## config.mk

```make
export PLATFORM = sky130hd
export DESIGN_NAME = pipeline_ctrl
export DESIGN_NICKNAME = d
export VERILOG_FILES = /design/src/rtl/pipeline_pkg.sv /design/src/rtl/pipeline_ctrl_hazard_cmp.sv /design/src/rtl/pipeline_ctrl.sv
export SDC_FILE = /design/constraint.sdc
export NUM_CORES = 1
export LEC_CHECK = 0
export CAP_MARGIN = 20
export CORE_ASPECT_RATIO = 1.4
export CORE_MARGIN = 4
export CORE_UTILIZATION = 30
export CTS_CLUSTER_SIZE = 8
export DETAILED_ROUTE_END_ITERATION = 8
export DONT_BUFFER_PORTS = 1
export GPL_TIMING_DRIVEN = 0
export PLACE_DENSITY_LB_ADDON = 0.15
export SYNTH_ARGS = -nofsm -noshare
export SYNTH_HDL_FRONTEND = slang
export SYNTH_SLANG_ARGS = --single-unit
```

## constraint.sdc

```tcl
create_clock -name clk -period 6.2 [get_ports clk]
set_input_delay 1.24 -clock clk [delete_from_list [all_inputs] [get_ports clk]]
set_output_delay 1.24 -clock clk [all_outputs]
set_load 0.03 [all_outputs]
```

## src/rtl/pipeline_pkg.sv

```systemverilog
// pipeline_pkg: shared FSM states, register-address width and control-bundle encodings for the pipeline controller.
package pipeline_pkg;
  localparam int REG_ADDR_W = 5;
  localparam logic [31:0] NOP = 32'h0000_0013;
  typedef enum logic [1:0] {
    ST_RUN      = 2'd0,
    ST_MEM_WAIT = 2'd1,
    ST_ERR      = 2'd2
  } state_e;
  typedef struct packed {
    logic pc_en;
    logic ifid_en;
    logic idex_en;
    logic exmem_en;
    logic ifid_flush;
    logic idex_flush;
    logic memwb_bubble;
  } ctrl_t;
  localparam ctrl_t CTRL_RUN    = '{1'b1, 1'b1, 1'b1, 1'b1, 1'b0, 1'b0, 1'b0};
  localparam ctrl_t CTRL_BRANCH = '{1'b1, 1'b1, 1'b1, 1'b1, 1'b1, 1'b1, 1'b0};
  localparam ctrl_t CTRL_LU     = '{1'b0, 1'b0, 1'b1, 1'b1, 1'b0, 1'b1, 1'b0};
  localparam ctrl_t CTRL_FREEZE = '{1'b0, 1'b0, 1'b0, 1'b0, 1'b0, 1'b0, 1'b1};
  localparam ctrl_t CTRL_RESET  = '{1'b0, 1'b0, 1'b0, 1'b0, 1'b1, 1'b1, 1'b1};
endpackage

```

## src/rtl/pipeline_ctrl_hazard_cmp.sv

```systemverilog
// hazard_cmp: combinational load-use detector; x0 never creates a dependency.
module hazard_cmp
  import pipeline_pkg::*;
(
  input  logic                  i_memread,
  input  logic [REG_ADDR_W-1:0] i_rd,
  input  logic [REG_ADDR_W-1:0] i_rs1,
  input  logic [REG_ADDR_W-1:0] i_rs2,
  input  logic                  i_use_rs1,
  input  logic                  i_use_rs2,
  output logic                  o_hazard
);
  assign o_hazard = i_memread && (i_rd != '0) &&
                    ((i_use_rs1 && (i_rs1 == i_rd)) || (i_use_rs2 && (i_rs2 == i_rd)));
endmodule

```

## src/rtl/pipeline_ctrl.sv

```systemverilog
// pipeline_ctrl: stall/flush controller resolving load-use, taken-branch and multi-cycle memory hazards.
module pipeline_ctrl
  import pipeline_pkg::*;
#(
  parameter int MEM_TIMEOUT = 15,
  parameter int CNT_W       = 16
) (
  input  logic                  clk,
  input  logic                  rst_n,
  input  logic                  idex_memread_i,
  input  logic [REG_ADDR_W-1:0] idex_rd_i,
  input  logic [REG_ADDR_W-1:0] ifid_rs1_i,
  input  logic [REG_ADDR_W-1:0] ifid_rs2_i,
  input  logic                  ifid_use_rs1_i,
  input  logic                  ifid_use_rs2_i,
  input  logic                  branch_taken_i,
  input  logic                  exmem_memreq_i,
  input  logic                  dmem_ready_i,
  output logic                  pc_en_o,
  output logic                  ifid_en_o,
  output logic                  idex_en_o,
  output logic                  exmem_en_o,
  output logic                  ifid_flush_o,
  output logic                  idex_flush_o,
  output logic                  memwb_bubble_o,
  output logic [1:0]            state_o,
  output logic                  err_o,
  output logic [CNT_W-1:0]      stall_cnt_o
);
  state_e            r_state;
  logic [7:0]        r_wait_cnt;
  logic              r_err;
  logic [CNT_W-1:0]  r_stall_cnt;
  logic              w_lu;
  logic              w_ms;
  ctrl_t             w_release;
  ctrl_t             w_ctrl;

  hazard_cmp u_hazard_cmp (
    .i_memread (idex_memread_i),
    .i_rd      (idex_rd_i),
    .i_rs1     (ifid_rs1_i),
    .i_rs2     (ifid_rs2_i),
    .i_use_rs1 (ifid_use_rs1_i),
    .i_use_rs2 (ifid_use_rs2_i),
    .o_hazard  (w_lu)
  );

  // MEM_WAIT with ready decodes exactly like RUN without a memory stall.
  always_comb begin
    w_ms      = exmem_memreq_i && !dmem_ready_i;
    w_release = branch_taken_i ? CTRL_BRANCH : w_lu ? CTRL_LU : CTRL_RUN;
    w_ctrl    = rst_n                     ? CTRL_RESET  :
                (r_state == ST_ERR)       ? CTRL_FREEZE :
                (r_state == ST_MEM_WAIT)  ? (dmem_ready_i ? w_release : CTRL_FREEZE) :
                w_ms                      ? CTRL_FREEZE : w_release;
  end

  assign pc_en_o        = w_ctrl.pc_en;
  assign ifid_en_o      = w_ctrl.ifid_en;
  assign idex_en_o      = w_ctrl.idex_en;
  assign exmem_en_o     = w_ctrl.exmem_en;
  assign ifid_flush_o   = w_ctrl.ifid_flush;
  assign idex_flush_o   = w_ctrl.idex_flush;
  assign memwb_bubble_o = w_ctrl.memwb_bubble;
  assign state_o        = r_state;
  assign err_o          = r_err;
  assign stall_cnt_o    = r_stall_cnt;

  always_ff @(posedge clk) begin
    if (rst_n) begin
      r_state     <= ST_RUN;
      r_wait_cnt  <= '0;
      r_err       <= 1'b0;
      r_stall_cnt <= '0;
    end else begin
      if (!w_ctrl.pc_en && (r_stall_cnt != '1))
        r_stall_cnt <= r_stall_cnt + 1'b1;
      case (r_state)
        ST_MEM_WAIT: begin
          if (dmem_ready_i) begin
            r_state    <= ST_RUN;
            r_wait_cnt <= '0;
          end else if (r_wait_cnt == 8'(MEM_TIMEOUT)) begin
            r_state <= ST_ERR;
            r_err   <= 1'b1;
          end else begin
            r_wait_cnt <= r_wait_cnt + 8'd1;
          end
        end
        ST_ERR: r_state <= ST_ERR;
        default: begin
          r_state    <= w_ms ? ST_MEM_WAIT : ST_RUN;
          r_wait_cnt <= w_ms ? 8'd1 : '0;
        end
      endcase
    end
  end
endmodule

```

==> flow_summary.toml, run 1 <==
[drt]
drt_iter0_drc = 27
routed_via_density = 5.51
vias = 1428
wirelength_um = 4180
first_pass_iters = 4
ant_nets = 0
drc = 0
post_drt_wl_per_cell_um = 16.1

[floorplan]
core-area_um2 = 5240
io_pins = 49
fp.dieArea_um2 = 6750
die_h_um = 95.6
rows = 31
die_w_um = 70.6
start_util = 0.314

[timing]
fin_skew_ps = 10.1
rsz0062_at_grt = "no"
finalSetupTns_ps = 0
setup_viol = 0
timing.final.max_slew_violations = 0
min_period_over_period = 0.642
hold_viol_final = 0
relSlewSlack = 0.647
hold-worst-slack_ps = 519
fmax_ghz = 0.251
period_minus_slack_ps = 3980
tightest_slew_ps = 529

[pwr]
pwr_density_cell_nw_per_um2 = 183
leakagePower_uw = 0.000599
ir_drop_mv = 0.0944

[outcome]
status = "finished, final reports clean"

[cts]
htree_levels = 1
cts_tree = "yes"
cts_resized = 0
clock_latency_ps = 280
cts_hold_buf = 0
path_clk_slew_ps = 110
cts_buffer_depth = 2
cts-root-buf = "clkbuf_8"
cts-buffers-inserted = 3
cts_setup_buffers = 0
cts.sink_count = 27

[grt]
grt_pass1_vias = 1449
grt.met3_usage = 0.0380
grt_pass1_wl_um = 7040
grt_max_degree = 17
gr-total-overflow = 0
met2_usage = 0.251
grtUsageTotal = 0.129
grt.busiest_layer = "met2"
antenna_found_initial = 0
met1_usage = 0.131

[synthesis]
synth_top_area_share = 0.329
ys_warn_count = 0
ys_types = 45
synthFlopType = "dfxtp_1"
synth_async_sr_flop_share = 0
netlist_area_um2 = 1650
ys_ff_latch = 27
synthTopCellsByArea = "dfxtp_1, xnor2_1, a21oi_1"
postSynthAreaPerCell_um2 = 8.71
synth-seq-area-share = 0.329
yosysTopAreaCell = "dfxtp_1"
synth-edff-count = 0
syn-num-nets = 216
syn_inst = 189

[setup_path]
crit_chain = "or4_1, o21ai_2, nor2_1, a21oi_2, buf_6, buf_6, buf_4"
cp.required_ps = 4960
r2r_setup_slack_ps = 3660
start_kind = "input port"
slowest_delay_ps = 530
path_max_fanout = 11
cp_common_cell = "buf_6"
critical_path.slowest_cell = "or4_1"
crit_type = "in2out"
arrival_ps = 2740
critPathCaptureType = "output port"

[final_layout]
multiInputGateArea_um2 = 1000
layout-drive-gt1-share = 0.130
areaGrowthSynthToFinish_pct = 7.98
layout.nets = 221
nFillCells = 561
seq_area_um2 = 541
n_antenna_cell = 0

[min_path]
min_path_type = "reg2reg"

[run]
drv_cap = 0

[placement]
place_congestion = 0.808
dp_hpwl_um = 3300
port_buffers = 0
[layer usage]
metal | wire (um) | vias to the layer above | part of all wire
li1 | - | 707 | -
met1 | 1540 | 683 | 0.37
met2 | 2320 | 36 | 0.56
met3 | 290 | 2 | 0.069
met4 | 26 | 0 | 0.0062
met5 | 0 | - | 0
[logic make-up after synthesis]
group / after synthesis / synth area share
AND/OR/NAND/NOR: 79 / 0.293
AO/OA/AOI/OAI: 47 / 0.195
flip-flops: 27 / 0.329
buffers and inverters: 16 / 0.0639
XOR/XNOR: 15 / 0.0799
adder cells (fa/ha/maj): 4 / 0.0304
multiplexers: 1 / 0.00912
[worst max-delay path, delay by kind of cell]
| kind | cells | cell delay, ps |
|---|---|---|
| compound gates | 2 | 340 |
| buf+inv | 3 | 540 |
| simple gates | 2 | 600 |
[final timing paths]
| kind | from | end | cells after the start |
|---|---|---|---|
| worst max-delay path | idex_rd_i[0] | pc_en_o | 7 |
| worst max register to register | state_o[1] | stall_cnt_o[4] | 10 |
| worst min-delay path | r_wait_cnt[7] | r_wait_cnt[7] | 2 |
| worst min register to register | r_wait_cnt[7] | r_wait_cnt[7] | 2 |
[layout by cell type (no fill, tap or decap), types with 2 or more instances in the layout]
master and count:
or3_1 4, buf_4 3, or4b_1 2, ha_1 4, or4_1 10, nand2_1 12
a21o_1 3, and3_1 6, o21ba_1 2, nand2b_1 2, o41ai_1 2, and3_4 2
xnor2_1 12, clkbuf_8 3, clkbuf_1 2, and2_1 2, a21oi_1 17, a21oi_2 3
o31ai_1 9, inv_1 7, nand3_1 6, nor2_1 18, dfxtp_1 27, nand4_1 6
xor2_1 3, buf_6 3, o21ai_1 3
[stage by stage]
step / area, um^2 / std cells / worst slack, ps / total power (uW) / utilization
floorplan: 1650 / 189 / 2340 / 217 / -
global placement: 1730 / 255 / 2200 / 223 / 0.330
detailed placement: 1730 / 255 / 2190 / 224 / 0.330
CTS: 1780 / 259 / 2190 / 329 / 0.339
global route: 1780 / 259 / 2120 / 341 / 0.339
finish: 1780 / 259 / 2220 / 325 / 0.339
[power by group]
| part | switching, uW | internal (uW) | total (uW) | leakage (uW) |
|---|---|---|---|---|
| clock | 60.6 | 45.7 | 106 | 0.0000217 |
| combinational | 23.3 | 15.3 | 38.6 | 0.000359 |
| sequential | 5.32 | 175 | 180 | 0.000218 |
| total | 89.2 | 236 | 325 | 0.000599 |
[layout make-up]
cell class	count	area share
clock inverters	1	0.00423
well taps	66	0.0465
multi-input cells	146	0.563
flip-flops and latches	27	0.304
clock buffers	3	0.0232
inverters	7	0.0148
plain buffers	9	0.0444
[cells in the mapped netlist (2+ instances only)]
cell / n
a21o_1: 3
a21oi_1: 17
a21oi_2: 3
and2_1: 2
and3_1: 6
and3_4: 2
buf_4: 3
buf_6: 3
clkbuf_1: 2
dfxtp_1: 27
ha_1: 4
inv_1: 7
nand2_1: 12
nand2b_1: 2
nand3_1: 6
nand4_1: 6
nor2_1: 18
o21ai_1: 3
o21ba_1: 2
o31ai_1: 9
o41ai_1: 2
or3_1: 4
or4_1: 10
or4b_1: 2
xnor2_1: 12
xor2_1: 3
[sequential cells by signal (all words and copies together), names as in the netlist]
signal	count
err_o	1
state_o	2
stall_cnt_o	16
r_wait_cnt	8
Power figures use the tool's default switching activity.
==> inputs of run 2 (changes only) <==
Clock period 6.2 ns to 3.75 ns, I/O delays scaled along.
==> results of run 2 <==
Same layout as run 1 (identical final DEF). Status: finished, final reports clean.
Main changes from that run: setup slack after placement 2190 ps -> 615 ps; setup slack after layout 2220 ps -> 343 ps; start point of the critical path idex_rd_i[0] -> state_o[1]; register-to-register setup slack 3660 ps -> 1210 ps; total power 325 uW -> 538 uW; worst IR drop on VDD 0.0944 mV -> 0.156 mV
==> inputs of run 3 (changes only) <==
Settings changed: ABC_AREA from default to 1, SLEW_MARGIN from default to 20.
==> run 3 against run 2 <==
  * Sequential share of layout area decreased by 4.4 points
  * Wire length is 11% higher
  * Critical path depth is 4 higher
  * Sequential power grew 2%
  * Largest power group unchanged
==> flow_summary.toml, run 3 <==
[placement]
dp_hpwl_um = 3660
placed_cell_area_um2 = 2030
dp_slack_ps = 426
port_buffers = 0
place_congestion = 0.798

[cts]
clock_latency_ps = 270
cts_tree = "yes"
htree_levels = 1
cts-root-buf = "clkbuf_8"
cts.sink_count = 27
cts_buffer_depth = 2
path_clk_slew_ps = 100
cts_setup_buffers = 0
cts-buffers-inserted = 3

[floorplan]
die_h_um = 103
die_w_um = 76.0
io_pins = 49
start_util = 0.311
rows = 34
core-area_um2 = 6250
fp.dieArea_um2 = 7840

[setup_path]
r2r_setup_slack_ps = 1500
critPathCaptureType = "output port"
path_max_fanout = 10
crit_type = "reg2out"
cp.required_ps = 3000
arrival_ps = 2660
start_kind = "flop"

[synthesis]
synthFlopType = "dfxtp_1"
synth_compound_area_frac = 0.108
ys_ff_latch = 27
synth_top_family_by_area = "simple AND/OR/NAND/NOR gates"
synth_top_area_share = 0.278
ys_types = 33
synth_mux_area_frac = 0
netlist_area_um2 = 1940
synth_fa_ha_area_frac = 0.0258
synth-seq-area-share = 0.278
syn-num-nets = 317
synthSimpleGateAreaFrac = 0.401
yosysTopAreaCell = "dfxtp_1"
synth-edff-count = 0
synth_async_sr_flop_share = 0
ys_warn_count = 0
synth_most_common_cell = "nand2_1"
synthTopCellsByCount = "nand2_1, nand3_1, inv_1"
synthTopCellsByArea = "dfxtp_1, nand2_1, nand3_1"
synthXorXnorAreaFrac = 0.0812
postSynthAreaPerCell_um2 = 6.70
syn_inst = 290

[timing]
min_period_over_period = 0.910
period_minus_slack_ps = 3410
setup_viol = 0
setup_slack_ps = 337
finalSetupTns_ps = 0
relSlewSlack = 0.535
hold-worst-slack_ps = 506
timing.final.max_slew_violations = 0
hold_viol_final = 0
fin_skew_ps = 4.03
fmax_ghz = 0.293
tightest_slew_ps = 698
rsz0062_at_grt = "no"

[grt]
grt_pass1_wl_um = 8140
grtUsageTotal = 0.124
antenna_found_initial = 0
gr-total-overflow = 0
grt_pass1_vias = 1747
grt_max_degree = 16

[pwr]
p_sw_frac = 0.296
pwr-share-clk = 0.310
leakagePower_uw = 0.000852
power_frac_seq = 0.544
p_int_uw = 391
pwr-share-comb = 0.146
ir_drop_mv = 0.135
switchingPower_uw = 165
pwr_density_cell_nw_per_um2 = 268

[final_layout]
final_cell_mix = "nand2_1, nand3_1, inv_1"
stdcell_area_um2 = 2080
layout-drive-gt1-share = 0.163
final_common_cell = "nand2_1"
n_antenna_cell = 0
largest_reg_flops = 16
layout.nets = 322
areaGrowthSynthToFinish_pct = 7.02

[run]
drv_cap = 0

[drt]
post_drt_wl_per_cell_um = 12.7
wirelength_um = 4650
top_layer = "met4"
ant_nets = 0
drt_iter0_drc = 72
vias = 1764
dr_wl_met2_um = 2400
routed_via_density = 4.82
wl_met1_um = 1980
wl_met3_um = 225
first_pass_iters = 4
drc = 0

[outcome]
status = "finished, final reports clean"

[min_path]
min_path_type = "reg2reg"
[run 3: through the flow]
stage	std cells	power (uW)	utilization
floorplan	290	378	-
global placement	362	392	0.325
detailed placement	362	392	0.325
CTS	366	569	0.332
global route	366	591	0.332
finish	366	556	0.332
[run 3: path summary, 6_finish.rpt]
kind / from / endpoint / depth (start not counted)
worst max register to register: state_o[1] / stall_cnt_o[8] / 14
worst min register to register: r_wait_cnt[1] / r_wait_cnt[1] / 2
worst min-delay path: r_wait_cnt[1] / r_wait_cnt[1] / 2
worst max-delay path: state_o[1] / pc_en_o / 13
[run 3: per-layer routing]
metal,vias to the layer above,track usage
met5,-,0
li1,935,-
met3,2,0.0208
met4,0,0.0370
met2,32,0.232
met1,795,0.145
[run 3: cell type report]
type,count,area [um^2]
inverters,39,146
fillers,702,4180
clock inverters,1,5.00
plain buffers,8,60.1
clock buffers,3,41.3
flip-flops and latches,27,541
well taps,72,90.1
multi-input cells,216,1190
[run 3: kinds of logic (layout without fill, tap and decap cells)]
group / after synthesis / in the layout
flops: 27 / 27
compound gates: 32 / 32
buf+inv: 47 / 51
simple gates: 162 / 162
fa+ha+maj: 4 / 4
xor+xnor: 18 / 18
[run 3: worst max-delay path, stage by stage, from the launching register on]
cell	delay, ps
dfxtp_1	540
inv_1	110
ha_1	280
inv_2	110
nor2_2	50
inv_2	70
nand2_2	80
nor2_4	100
inv_2	70
nor2_8	180
nand2_4	130
buf_4	200
inv_1	230
buf_4	220
[run 3: power groups by stage]
stage | clock (uW) | combinational (uW) | sequential, uW
after global routing | 196 | 91.6 | 304
after CTS | 183 | 83.0 | 303
after global placement | 0 | 82.9 | 310
final | 172 | 81.1 | 303
after floorplan | 0 | 69.8 | 308
after detailed placement | 0 | 82.8 | 310
[run 3: repair_timing]
action                                  in CTS  in global routing
gates resized for setup                      0                  1
endpoints found under the setup margin       0                  1
hold endpoints to repair                     0                  0
hold buffers                                 0                  0
